==> config.mk <==
export PLATFORM = sky130hd
export DESIGN_NAME = writeback_regfile
export DESIGN_NICKNAME = d
export VERILOG_FILES = /design/src/rtl/writeback_regfile.sv
export SDC_FILE = /design/constraint.sdc
export NUM_CORES = 2
export LEC_CHECK = 0
export ABC_AREA = 1
export CORE_ASPECT_RATIO = 1.4
export CORE_UTILIZATION = 30
export DETAILED_ROUTE_END_ITERATION = 8
export PLACE_DENSITY = 0.56
export SYNTH_ARGS = -nofsm -noshare
export SYNTH_HDL_FRONTEND = slang
export SYNTH_SLANG_ARGS = --single-unit
export TNS_END_PERCENT = 1
==> constraint.sdc <==
create_clock -name clk -period 3.2 [get_ports clk]
set_input_delay 0.64 -clock clk [delete_from_list [all_inputs] [get_ports clk]]
set_output_delay 0.64 -clock clk [all_outputs]
set_load 0.02 [all_outputs]
==> src/rtl/writeback_regfile.sv <==
// Write-back stage and 32-entry architectural register file.
// Selects the write-back value, commits it on the clock edge and serves two bypassed read ports.
module writeback_regfile #(
  parameter int unsigned   N       = 32,
  parameter logic [N-1:0]  SP_INIT = 32'h7FFF_EFFC,
  parameter logic [N-1:0]  GP_INIT = 32'h1000_8000
) (
  input  logic         clk,
  input  logic         reset,
  input  logic [N-1:0] ALU_result_in,
  input  logic [N-1:0] Read_data_in,
  input  logic [N-1:0] PC_4_in,
  input  logic [4:0]   WriteRegister_in,
  input  logic         MemtoReg_in,
  input  logic         Jal_in,
  input  logic         RegWrite_in,
  input  logic [4:0]   Read_reg1,
  input  logic [4:0]   Read_reg2,
  output logic [N-1:0] Read_data1,
  output logic [N-1:0] Read_data2,
  output logic [N-1:0] WB_data,
  output logic [4:0]   WB_reg,
  output logic         WB_valid
);

  localparam logic [4:0] GP_IDX = 5'd28;
  localparam logic [4:0] SP_IDX = 5'd29;

  logic [N-1:0] regs [0:31];

  // Jal wins over MemtoReg so a jal never picks up stale load data.
  always_comb begin
    WB_data = ALU_result_in;
    if (Jal_in)           WB_data = PC_4_in;
    else if (MemtoReg_in) WB_data = Read_data_in;
  end

  assign WB_reg   = WriteRegister_in;
  assign WB_valid = RegWrite_in && (WriteRegister_in != 5'd0);

  // NOTE: the array is reset explicitly because $gp/$sp need non-zero values; this
  // keeps it out of block RAM, which is fine for a 32-entry flop-based file.
  always_ff @(posedge clk) begin
    if (!reset) begin
      for (int i = 0; i < 32; i++) begin
        // NOTE: non-blocking assignments for all sequential state, so later reads in
        // this block and other processes see the pre-edge values.
        regs[i] <= '0;
      end
      regs[GP_IDX] <= GP_INIT;
      regs[SP_IDX] <= SP_INIT;
    end else if (WB_valid) begin
      regs[WriteRegister_in] <= WB_data;
    end
  end

  // $zero is forced on read, so entry 0 never matters even if it held garbage.
  always_comb begin
    Read_data1 = regs[Read_reg1];
    if (Read_reg1 == 5'd0)                         Read_data1 = '0;
    else if (WB_valid && (WB_reg == Read_reg1))    Read_data1 = WB_data;
  end

  always_comb begin
    Read_data2 = regs[Read_reg2];
    if (Read_reg2 == 5'd0)                         Read_data2 = '0;
    else if (WB_valid && (WB_reg == Read_reg2))    Read_data2 = WB_data;
  end

endmodule

Yosys cells after proc, flatten, opt, wreduce, memory -nomap -nowiden:

Memory sizes are Yosys's and may differ from the RTL's.
Index checks and enable logic that the tools add are counted.

* reductions and logical operators: 7
* eq/ne operators: 2
* muxes and demuxes: 15
* bitwise gates (word level): 2

Operator list (count)
* 32-bit two-way mux: 9
* 32-bit OR reduction: 1
* 5-bit equality test: 2
* 5-bit zero test: 2
* 1-bit two-way mux: 5
* 5-bit two-way mux: 1
* 5-bit nonzero test: 1
* 1-bit logical AND: 3
* 1-bit OR: 2

* memory bits (writable): 1024
* bits in registers: 0
* input port bits: 116
* memories kept: 1

Memory list
* regs: depth 32, width 32, rd ports 2, clocked after memory_dff 0, write ports 32, RTL line 29 `logic [N-1:0] regs [0:31];`

Longest topological paths before layout:

* word-level depth: 7
* gate-level depth with buffers: 13
* mapped depth without buffers: 11

Least setup slack after synthesis:

Ideal clock, no wire load.

* kind: input port to flip-flop
* from: in reset
* to: mem regs[1][0], enable pin
* required time: 2.722 ns
* arrival time: 2.518 ns
* path buffers: 1
* slack: 0.204 ns
* stages: 7
* path through: inv_1 nor2_2 nand2_1 inv_1 nand2_1 buf_2 nand2_1

RTL lines
* from (decl): RTL line 9 `input logic reset,`
* to (decl): RTL line 29

Final worst setup path:

* from: in Read_reg2[0]
* to: out Read_data2[9]

* word-level cells in the longest chain between the ends: 4
* elaborated cells on any way between the ends: 6
* classes of those cells: eq/ne (1); mux (2); reduce/logical (2); memory (1)

RTL lines
* from (decl): RTL line 18 `input logic [4:0] Read_reg2,`
* parallel branches: the longest is 3 deep, another holds memory 32 x 32 bit
* 32-bit two-way mux *: RTL line 66 `if (Read_reg2 == 5'd0) Read_data2 = '0;`
* to (decl): RTL line 20 `output logic [N-1:0] Read_data2,`

Mark *: on every way between the ends.

==> impl_table.tex <==
\begin{tabular}{lr}
\hline
Metric & Value \\
\hline
\multicolumn{2}{l}{\textbf{Status}} \\
Status & finished with violations \\
Violations in the final reports & setup timing \\
\multicolumn{2}{l}{\textbf{Setup path}} \\
Worst-path cell with the longest stage delay & sky130\_fd\_sc\_hd\_\_dlygate4sd2\_1 \\
Buffers \& Inverters on Critical Path & 6 \\
Setup crit start kind & input pin \\
Critical Path Fanout Max & 14 \\
Max stage delay on crit path & between 300 and 400 ps \\
Arrival @ worst endpoint & between 2000 and 3000 ps \\
Critical path data required time & about 2600 ps \\
Kind of capture point of the worst setup path & output pin \\
Family with the most delay on the worst path & buffers and inverters \\
Critical path class & in -> out \\
Cell-by-cell trace of the critical path & buf\_16, clkinv\_16, buf\_8, nand4\_1, buf\_6, buf\_4, o21ai\_0, nor2\_1, dlygate4sd2\_1 \\
\multicolumn{2}{l}{\textbf{Global route}} \\
First-pass GRT wire length & 349.1 mm \\
Vias in the first global route & 53.56k \\
Global route overflow & 0 \\
Maximum number of pins on one net before global-route repair & between 80 and 90 \\
Overall track demand over capacity in global routing & between 20\% and 30\% \\
Initial antenna violation count & 8 \\
\multicolumn{2}{l}{\textbf{Clock network}} \\
Worst-path clk slew & $\sim$70 ps \\
TritonCTS buffer count & between 90 and 100 \\
Hold-fix buffers, CTS & 0 \\
Maximum level of the CTS H-tree & 3 \\
Maximum number of buffers from clock root to sink & 3 \\
CTS tree & done \\
TritonCTS Sinks & about 1.0k \\
Buffer type at the clock tree root & sky130\_fd\_sc\_hd\_\_clkbuf\_16 \\
\multicolumn{2}{l}{\textbf{Logic synthesis}} \\
Mapped cell area & 59780 um2 \\
Post-synthesis register bit count & around 1k \\
Prevailing post-synth register cell & sky130\_fd\_sc\_hd\_\_edfxtp\_1 \\
Async set-reset flop share out of synthesis & 0\% \\
Count of cell types in the netlist & 31 \\
Mean post-synth cell area & just under 8 um2 \\
Number of flops mapped to enable cells by yosys & 1024 \\
Sequential-to-total area share from yosys stat & between 50 and 60\% \\
Post-Synthesis Cells & roughly 7.6k \\
Number of synthesis warnings & 0 \\
\multicolumn{2}{l}{\textbf{Placed design}} \\
Placed Cells & 10.39k \\
Placement Setup Slack & -732.5 ps \\
HPWL after detailed placement & 159.2 mm \\
Instance area at placement & slightly below 70000 um2 \\
Global placement routability congestion & 0.9042 \\
\# port buffers & approximately 220 \\
\multicolumn{2}{l}{\textbf{Power and ir drop}} \\
LEAKAGE & 30.96 nW \\
VDD IR max & roughly 420 uV \\
Cell Pwr Density & about 470 nW/um2 \\
\multicolumn{2}{l}{\textbf{Timing}} \\
Max transition margin & between 50\% and 60\% \\
Final-report setup violation count & 5 \\
Tightest Pin Transition & 738.0 ps \\
Post-route setup TNS & -69.18 ps \\
Maximum clock frequency & 310.2 MHz \\
Max-slew violations & 0 \\
Setup ws final & -23.66 ps \\
Shortest clock period the worst path allows after layout & between 3000 and 4000 ps \\
Hold Vio Cnt, Final & 0 \\
Final critical-path share of the clock period & 100.7\% \\
RSZ-0062 raised after global routing & true \\
\multicolumn{2}{l}{\textbf{Die}} \\
Chip width & $\sim$380 um \\
Count of standard-cell rows & 193 \\
Placeable core region & $\sim$200000 um2 \\
Number of placed I/O pins & $\sim$220 \\
Die extent in y & 530.2 um \\
Starting Density & between 30\% and 40\% \\
Floorplan die area & 201100 um2 \\
\multicolumn{2}{l}{\textbf{Layout}} \\
Share of layout cells above drive strength 1 & approximately 14\% \\
Total of fill cells in the finished design & between 15k and 20k \\
Area of all placed cells without fillers & about 73000 um2 \\
Area growth, synth to finish & 22.66\% \\
Area of the multi-input gates & around 24000 um2 \\
Biggest register & regs \\
Regs by FF count & regs (1024) \\
Max FFs per register & 1024 \\
Core utilization of the finished layout & between 30\% and 40\% \\
Most common cell after layout, fill and taps aside & sky130\_fd\_sc\_hd\_\_nand2\_1 \\
Total Nets Final & between 8k and 9k \\
Area of all sequential standard cells & 30750 um2 \\
Commonest cells after routing, fill and taps aside & 1750 x sky130\_fd\_sc\_hd\_\_nand2\_1, 1332 x sky130\_fd\_sc\_hd\_\_nor2\_1, 1043 x sky130\_fd\_sc\_hd\_\_nand3\_1 \\
Final non-filler cell total & roughly 11k \\
\multicolumn{2}{l}{\textbf{Run}} \\
Count of maximum capacitance violations & 0 \\
\multicolumn{2}{l}{\textbf{Route}} \\
Total via count after detailed routing & between 50k and 60k \\
Final routed wire length divided by cell count & around 23 um \\
Pre-antenna DRT Iters & 6 \\
Detailed-route vias per instance & 5.351 \\
Number of design rule violations left after detail routing & 0 \\
Final wirelength & between 200 and 250 mm \\
Number of design-rule violations left by the first detailed-router iteration & 7069 \\
Residual antenna-violating net count after detailed routing & 0 \\
\multicolumn{2}{l}{\textbf{Worst hold path}} \\
Type of the worst min-delay path & in -> reg \\
\hline
\end{tabular}
==> area by class of cell <==
class,instances,share of cell area [%]
inverters,651,3.443
multi-input cells,5274,32.51
diodes,2,0.006825
repair buffers,837,13.10
clock buffers,115,3.518
repair inverters,3,0.03754
flip-flops and latches,1024,41.93
clock inverters,59,0.9657
well taps,2632,4.491
==> power by group <==
part	switching, W	leakage [nW]	internal [W]
logic	0.00427	19.6	0.00225
registers	0.000317	9.77	0.0155
clock network	0.00540	1.58	0.00703
total	0.00999	31.0	0.0248
==> repair_timing <==
action | 4_1_cts | 5_1_grt
gates cloned | 2 | 18
buffers inserted | 3 | 13
resized for setup | 163 | 171
pin swaps | 5 | 8
endpoints found under the setup margin | 91 | 71
==> routing by layer <==
layer	part of all wire, %	vias up	global-route usage [%]	wire length (um)
li1	-	25470	-	-
met1	38	27280	29.73	93230
met2	47	3403	38.74	115000
met3	11	558	4.240	26250
met4	4.0	6	9.468	9855
met5	0.014	-	0	34
==> synth_stat cells, types with 2 or more instances <==
cell	instances	share of area [%]
sky130_fd_sc_hd__edfxtp_1	1024	51
sky130_fd_sc_hd__o21ai_1	61	0.51
sky130_fd_sc_hd__nand3_1	1076	9.0
sky130_fd_sc_hd__buf_6	54	1.0
sky130_fd_sc_hd__nand2_1	1789	11
sky130_fd_sc_hd__xor2_1	3	0.044
sky130_fd_sc_hd__clkbuf_2	2	0.017
sky130_fd_sc_hd__o21ai_0	364	3.0
sky130_fd_sc_hd__nor2_2	2	0.021
sky130_fd_sc_hd__a21oi_1	264	2.2
sky130_fd_sc_hd__o211ai_1	219	2.7
sky130_fd_sc_hd__inv_4	2	0.021
sky130_fd_sc_hd__or2_2	88	0.92
sky130_fd_sc_hd__nand4_1	3	0.031
sky130_fd_sc_hd__buf_4	21	0.26
sky130_fd_sc_hd__inv_2	22	0.14
sky130_fd_sc_hd__buf_1	41	0.26
sky130_fd_sc_hd__buf_2	353	3.0
sky130_fd_sc_hd__nand2_4	16	0.30
sky130_fd_sc_hd__xnor2_1	5	0.073
sky130_fd_sc_hd__clkbuf_1	188	1.2
sky130_fd_sc_hd__nor3_2	7	0.12
sky130_fd_sc_hd__nor2_1	1339	8.4
sky130_fd_sc_hd__inv_1	627	3.9
==> worst min-delay path: cells and delay by family <==
family                 cells  cell delay (ps)
and+or+nand+nor            3              190
buffers and inverters      5              580
==> cells by family after synthesis <==
group	count (synthesis)	synth area share [%]
buf+inv	1310	9.786
flops	1024	51.43
other cells	1	0.006272
simple gates	4325	30.12
compound gates	909	8.533
xor+xnor	8	0.1172
==> through the flow <==
step                      power [W]  hold WS, ps
after floorplan             0.01925         1023
after global placement      0.02219         1556
after detailed placement    0.02228         1546
after CTS                   0.03458        783.1
after global routing        0.03579        811.9
final                       0.03474        797.5
==> final timing paths <==
check | endpoint | depth (start not counted) | start
worst max-delay path | Read_data2[9] | 9 | Read_reg2[0]
worst min-delay path | regs[28][15] | 8 | WriteRegister_in[4]
(Power assumes the default switching activity.)
